<file path="src/rtl/serial_cmp_pkg.sv">
// serial_cmp_pkg: shared types and constants for the serial iterative
// comparator (serial_cmp_iter).
//   state_t      - controller states IDLE / RUN / DONE
//   MODE_*       - {z,y} relation selectors
//   mode_result  - maps the final (g_eq, g_gt) flags onto the selected relation
package serial_cmp_pkg;

  typedef enum logic [1:0] {
    IDLE = 2'b00,
    RUN  = 2'b01,
    DONE = 2'b10
  } state_t;

  localparam logic [1:0] MODE_EQ = 2'b00;  // A == B
  localparam logic [1:0] MODE_GT = 2'b01;  // A >  B
  localparam logic [1:0] MODE_LT = 2'b10;  // A <  B
  localparam logic [1:0] MODE_NE = 2'b11;  // A != B

  // Final flags: g_eq=1 means equal; otherwise g_gt tells A>B (1) or A<B (0).
  function automatic logic mode_result(input logic [1:0] mode,
                                       input logic       g_eq,
                                       input logic       g_gt);
    logic r;
    r = 1'b0;
    case (mode)
      MODE_EQ: r = g_eq;
      MODE_GT: r = !g_eq && g_gt;
      MODE_LT: r = !g_eq && !g_gt;
      MODE_NE: r = !g_eq;
      default: r = 1'b0;
    endcase
    return r;
  endfunction

endpackage

</file>
<file path="src/rtl/cmp_cell_step.sv">
// cmp_cell_step: one step of the MSB-first magnitude comparison ("typical
// cell"). Combinational only; reused every clock by serial_cmp_iter.
// Ports:
//   a_bit, b_bit  - operand bits at the current scan position
//   g_eq_in       - higher-order bits seen so far are all equal
//   g_gt_in       - decision so far (meaningful once g_eq_in=0)
//   invert        - swap the decision sense (two's complement sign bit)
//   g_eq_out      - updated equal flag
//   g_gt_out      - updated greater-than flag
module cmp_cell_step (
  input  logic a_bit,
  input  logic b_bit,
  input  logic g_eq_in,
  input  logic g_gt_in,
  input  logic invert,
  output logic g_eq_out,
  output logic g_gt_out
);

  // The first differing bit decides; after that the flags pass straight
  // through so the decision freezes for the remainder of the scan.
  always_comb begin
    g_eq_out = g_eq_in;
    g_gt_out = g_gt_in;
    if (g_eq_in && (a_bit != b_bit)) begin
      g_eq_out = 1'b0;
      // On a sign bit a set bit means "more negative", so B's bit decides.
      g_gt_out = invert ? b_bit : a_bit;
    end
  end

endmodule

</file>
<file path="src/rtl/serial_cmp_iter.sv">
// serial_cmp_iter: bit-serial WIDTH-bit comparator. Scans the captured
// operands MSB to LSB, one bit per clock, through a single cmp_cell_step,
// then reports the relation selected by {z,y} on f.
// Parameters:
//   WIDTH  - operand width, 2..32
//   SIGNED - 1: two's complement operands, 0: unsigned
// Ports:
//   clk    - clock, rising edge
//   rst_n  - synchronous active-low reset
//   start  - launch request, honoured only in IDLE
//   A, B   - operands, captured on an accepted start
//   z, y   - mode select {z,y}, captured with the operands
//   busy   - comparison in progress (RUN)
//   done   - one-cycle pulse; f/gt/eq valid from this cycle
//   f      - selected relation, held until the next done or reset
//   gt, eq - final A>B / A==B flags, held with f
// Build option:
//   SERIAL_CMP_EARLY_EXIT_EN - leave RUN in the cycle after the first
//   differing bit is found instead of always scanning all WIDTH bits.
//   Results are identical; only latency changes.
module serial_cmp_iter
  import serial_cmp_pkg::*;
#(
  parameter int unsigned WIDTH  = 8,
  parameter bit          SIGNED = 1'b0
) (
  input  logic             clk,
  input  logic             rst_n,
  input  logic             start,
  input  logic [WIDTH-1:0] A,
  input  logic [WIDTH-1:0] B,
  input  logic             z,
  input  logic             y,
  output logic             busy,
  output logic             done,
  output logic             f,
  output logic             gt,
  output logic             eq
);

  localparam int unsigned    IDX_W   = (WIDTH > 1) ? $clog2(WIDTH) : 1;
  localparam logic [IDX_W-1:0] IDX_MSB = IDX_W'(WIDTH - 1);

  if (WIDTH < 2 || WIDTH > 32) begin : g_bad_width
    $error("serial_cmp_iter: WIDTH must be in 2..32");
  end

  state_t             state;
  state_t             state_nx;

  logic [WIDTH-1:0]   a_q;
  logic [WIDTH-1:0]   b_q;
  logic [1:0]         mode_q;
  logic [IDX_W-1:0]   idx;
  logic               g_eq;
  logic               g_gt;

  logic               cell_eq;
  logic               cell_gt;
  logic               cell_invert;

  logic               f_q;
  logic               gt_q;
  logic               eq_q;

  assign cell_invert = SIGNED && (idx == IDX_MSB);

  cmp_cell_step u_cell (
    .a_bit    (a_q[idx]),
    .b_bit    (b_q[idx]),
    .g_eq_in  (g_eq),
    .g_gt_in  (g_gt),
    .invert   (cell_invert),
    .g_eq_out (cell_eq),
    .g_gt_out (cell_gt)
  );

  // State register
  always_ff @(posedge clk) begin
    if (!rst_n) begin
      state <= IDLE;
    end else begin
      state <= state_nx;
    end
  end

  // Next-state logic
  always_comb begin
    state_nx = state;
    case (state)
      IDLE: begin
        if (start) state_nx = RUN;
      end
      RUN: begin
`ifdef SERIAL_CMP_EARLY_EXIT_EN
        // A decision already made in an earlier step ends the scan; the
        // cell passes frozen flags through, so the result is unchanged.
        if (!g_eq || (idx == '0)) state_nx = DONE;
`else
        if (idx == '0) state_nx = DONE;
`endif
      end
      DONE:    state_nx = IDLE;
      default: state_nx = IDLE;
    endcase
  end

  // Output decode
  always_comb begin
    busy = 1'b0;
    done = 1'b0;
    case (state)
      RUN:     busy = 1'b1;
      DONE:    done = 1'b1;
      default: ;
    endcase
  end

  assign f  = f_q;
  assign gt = gt_q;
  assign eq = eq_q;

  // Datapath: operand capture, scan registers and held results.
  // Results are loaded on the RUN->DONE edge so they are already valid
  // during the done cycle.
  always_ff @(posedge clk) begin
    if (!rst_n) begin
      a_q    <= '0;
      b_q    <= '0;
      mode_q <= '0;
      idx    <= '0;
      g_eq   <= 1'b1;
      g_gt   <= 1'b0;
      f_q    <= 1'b0;
      gt_q   <= 1'b0;
      eq_q   <= 1'b1;
    end else begin
      case (state)
        IDLE: begin
          if (start) begin
            a_q    <= A;
            b_q    <= B;
            mode_q <= {z, y};
            idx    <= IDX_MSB;
            g_eq   <= 1'b1;
            g_gt   <= 1'b0;
          end
        end
        RUN: begin
          g_eq <= cell_eq;
          g_gt <= cell_gt;
          if (idx != '0) idx <= idx - IDX_W'(1);
          if (state_nx == DONE) begin
            f_q  <= mode_result(mode_q, cell_eq, cell_gt);
            gt_q <= cell_gt;
            eq_q <= cell_eq;
          end
        end
        default: ;
      endcase
    end
  end

endmodule

</file>
<file path="config.mk">
export PLATFORM = sky130hd
export DESIGN_NAME = serial_cmp_iter
export DESIGN_NICKNAME = d
export VERILOG_FILES = /design/src/rtl/serial_cmp_pkg.sv /design/src/rtl/cmp_cell_step.sv /design/src/rtl/serial_cmp_iter.sv
export SDC_FILE = /design/constraint.sdc
export NUM_CORES = 1
export LEC_CHECK = 0
export ABC_AREA = 1
export CORE_MARGIN = 5
export CORE_UTILIZATION = 45
export DETAILED_ROUTE_END_ITERATION = 10
export GPL_ROUTABILITY_DRIVEN = 0
export PLACE_DENSITY = 0.71
export SYNTH_ARGS = -nofsm -noshare
export SYNTH_HDL_FRONTEND = slang
export SYNTH_SLANG_ARGS = --single-unit
</file>
<file path="constraint.sdc">
create_clock -name clk -period 2.3 [get_ports clk]
set_clock_uncertainty 0.2 [all_clocks]
set_input_delay 0.23 -clock clk [delete_from_list [all_inputs] [get_ports clk]]
set_output_delay 0.23 -clock clk [all_outputs]
set_load 0.03 [all_outputs]
</file>
==> results.ini <==
[outcome]
status = complete, no violations

[setup_path]
required_ns = 1.87
start_kind = flip-flop
cp.arrival_ns = 1.61
cp_max_fo = 5
end_kind = output port
path_class = flip-flop to output port

[cts]
root_buffer = clkbuf_4
cts.clk_slew.worst_paths_ns = 0.15
cts_sinks = 28
numCtsBuffers = 3
ctsResizeCount = 0
cts_tree = done
postCtsSetupRepairBufs = 0
clockBufferDepth = 2
holdBufCountCts = 0
htreeDepth = 1
clk_latency_ns = 0.33

[drt]
drt_iter0_drc = 69
viasPerCell = 5.00
drc = 0
detail-route-antenna-nets = 0
num_vias = 1209
wirelength_mm = 2.59
firstDrtPassIters = 4
wl_per_cell_um = 10.7

[yosys]
synth_seq_area_share = 0.422
synthArstFlopShare = 0
synth_most_common_cell = nand2_1
synthDominantCellAreaShare = 0.422
synth_edf_count = 0
syn-num-nets = 213
synth_area_sq_mm = 0.00133
ys_top_cells_by_area = dfxtp_1 42%, nand2_1 9.3%, inv_1 9.0%, a21oi_1 8.7%, o21ai_0 7.2%
netlist_top_cells_count = 33 x nand2_1, 32 x inv_1, 28 x dfxtp_1
synth.largest_area_cell = dfxtp_1
ys.flop_type = dfxtp_1
synth_cell_types = 19
synthCells = 187
synth_seq_cells = 28
ys_warn_count = 0
synth_area_per_cell_sq_um = 7.11

[timing]
setup_viol_count_final = 0
fin_setup_tns_ns = 0
post-route-period-util = 0.888
rsz0062_at_grt = no
hold_ws_ns = 0.267
period_needed_ns = 2.04
slew_headroom = 0.670
slew_viol_final = 0
tightest_slew_ns = 0.494
max_freq_mhz = 490
finalHoldViolCount = 0

[placement]
numPortBuffers = 25
dp_hpwl_mm = 1.91

[floorplanning]
dieArea_sq_mm = 0.00414
rows = 19
die_w_um = 64.3
io_pins = 26
fp.dieH_um = 64.3
coreArea_sq_mm = 0.00281
initial_core_util = 0.474

[layout]
drive_gt1_frac = 0.0711
nNetsFinal = 238
antennaDiodeCount = 0
syn_to_final_growth_pct = 24.0

[global_routing]
grt_max_degree = 38
grt_overflow = 0
grt_pass1_wl_mm = 4.77
grt_pass1_vias = 1211
antenna_found_initial = 0
grt_usage = 0.141

[pwr]
peakVddDrop_mv = 0.362
leakagePower_uw = 0.000759
power.density_mw_per_mm2 = 738

[run]
maxCapViolations = 0

[hold_path]
hold_path_class = flip-flop to flip-flop

==> final timing paths <==
check	startpoint	cells past startpoint	end	slack, ns
max	state[1]	4	busy	0.26
min reg2reg	a_q[0]	2	a_q[0]	0.27
min	a_q[0]	2	a_q[0]	0.27
max reg2reg	idx[0]	7	idx[1]	0.35
==> per-stage QoR <==
| stage | setup WS [ns] | area, sq um | std cells | power [uW] | util |
|---|---|---|---|---|---|
| 2_1_floorplan | 0.724 | 1330 | 187 | 812 | - |
| 3_3_place_gp | 0.367 | 1600 | 238 | 894 | 0.569 |
| 3_5_place_dp | 0.298 | 1600 | 238 | 901 | 0.569 |
| 4_1_cts | 0.243 | 1650 | 242 | 1220 | 0.587 |
| 5_1_grt | 0.146 | 1650 | 242 | 1300 | 0.587 |
| 6_report | 0.258 | 1650 | 242 | 1220 | 0.587 |
==> flip-flops by register name, summed over array words and instances, names as in the netlist <==
name,cells
g_eq,1
g_gt,1
idx,3
gt,1
eq,1
state,2
mode_q,2
f,1
a_q,8
b_q,8
==> layout make-up <==
type	count	area (sq um)
timing repair buffer	26	258
multi-input combinational	118	602
tap	31	38.8
fill	266	1160
inverter	35	136
clock inverter	1	30.0
sequential	28	561
clock buffer	3	22.5
==> cell families after synthesis <==
logic type                 share of synthesized area
buffers and inverters                          0.125
DFF                                            0.422
AOI/OAI and AO/OA                              0.176
adders and majority gates                     0.0471
and+or+nand+nor                                0.230
==> layer usage <==
metal | routed length [um] | part of all wire | track usage
met3 | 100 | 0.039 | 0.0263
met5 | 0 | 0 | 0
met1 | 1200 | 0.46 | 0.175
met2 | 1220 | 0.47 | 0.235
met4 | 69 | 0.027 | 0.0712
==> worst max-delay path: stages (launching register included) <==
cell	delay [ns]
dfxtp_1	0.35
inv_1	0.07
nand2_1	0.11
inv_1	0.09
clkdlybuf4s50_1	0.67
==> power breakdown <==
group / total [uW] / leakage [uW] / internal (uW) / switching [uW]
Sequential: 566 / 0.000232 / 534 / 31.1
Clock: 324 / 0.0000279 / 176 / 148
Combinational: 326 / 0.000499 / 133 / 193
==> placed cells by master, fill, tap and decap left out <==
cell type,count
inv_1,32
nand2_4,1
a21oi_1,23
nand2_1,33
nor2_4,1
clkdlybuf4s50_1,25
a221oi_1,1
buf_4,1
clkbuf_4,3
nand4_1,2
o21ai_0,19
inv_6,1
inv_2,2
nand2_2,5
nor2_1,8
nand3_1,16
bufinv_16,1
ha_1,5
dfxtp_1,28
o21ai_1,3
nor3_1,1
Power figures use the tool's default switching activity.
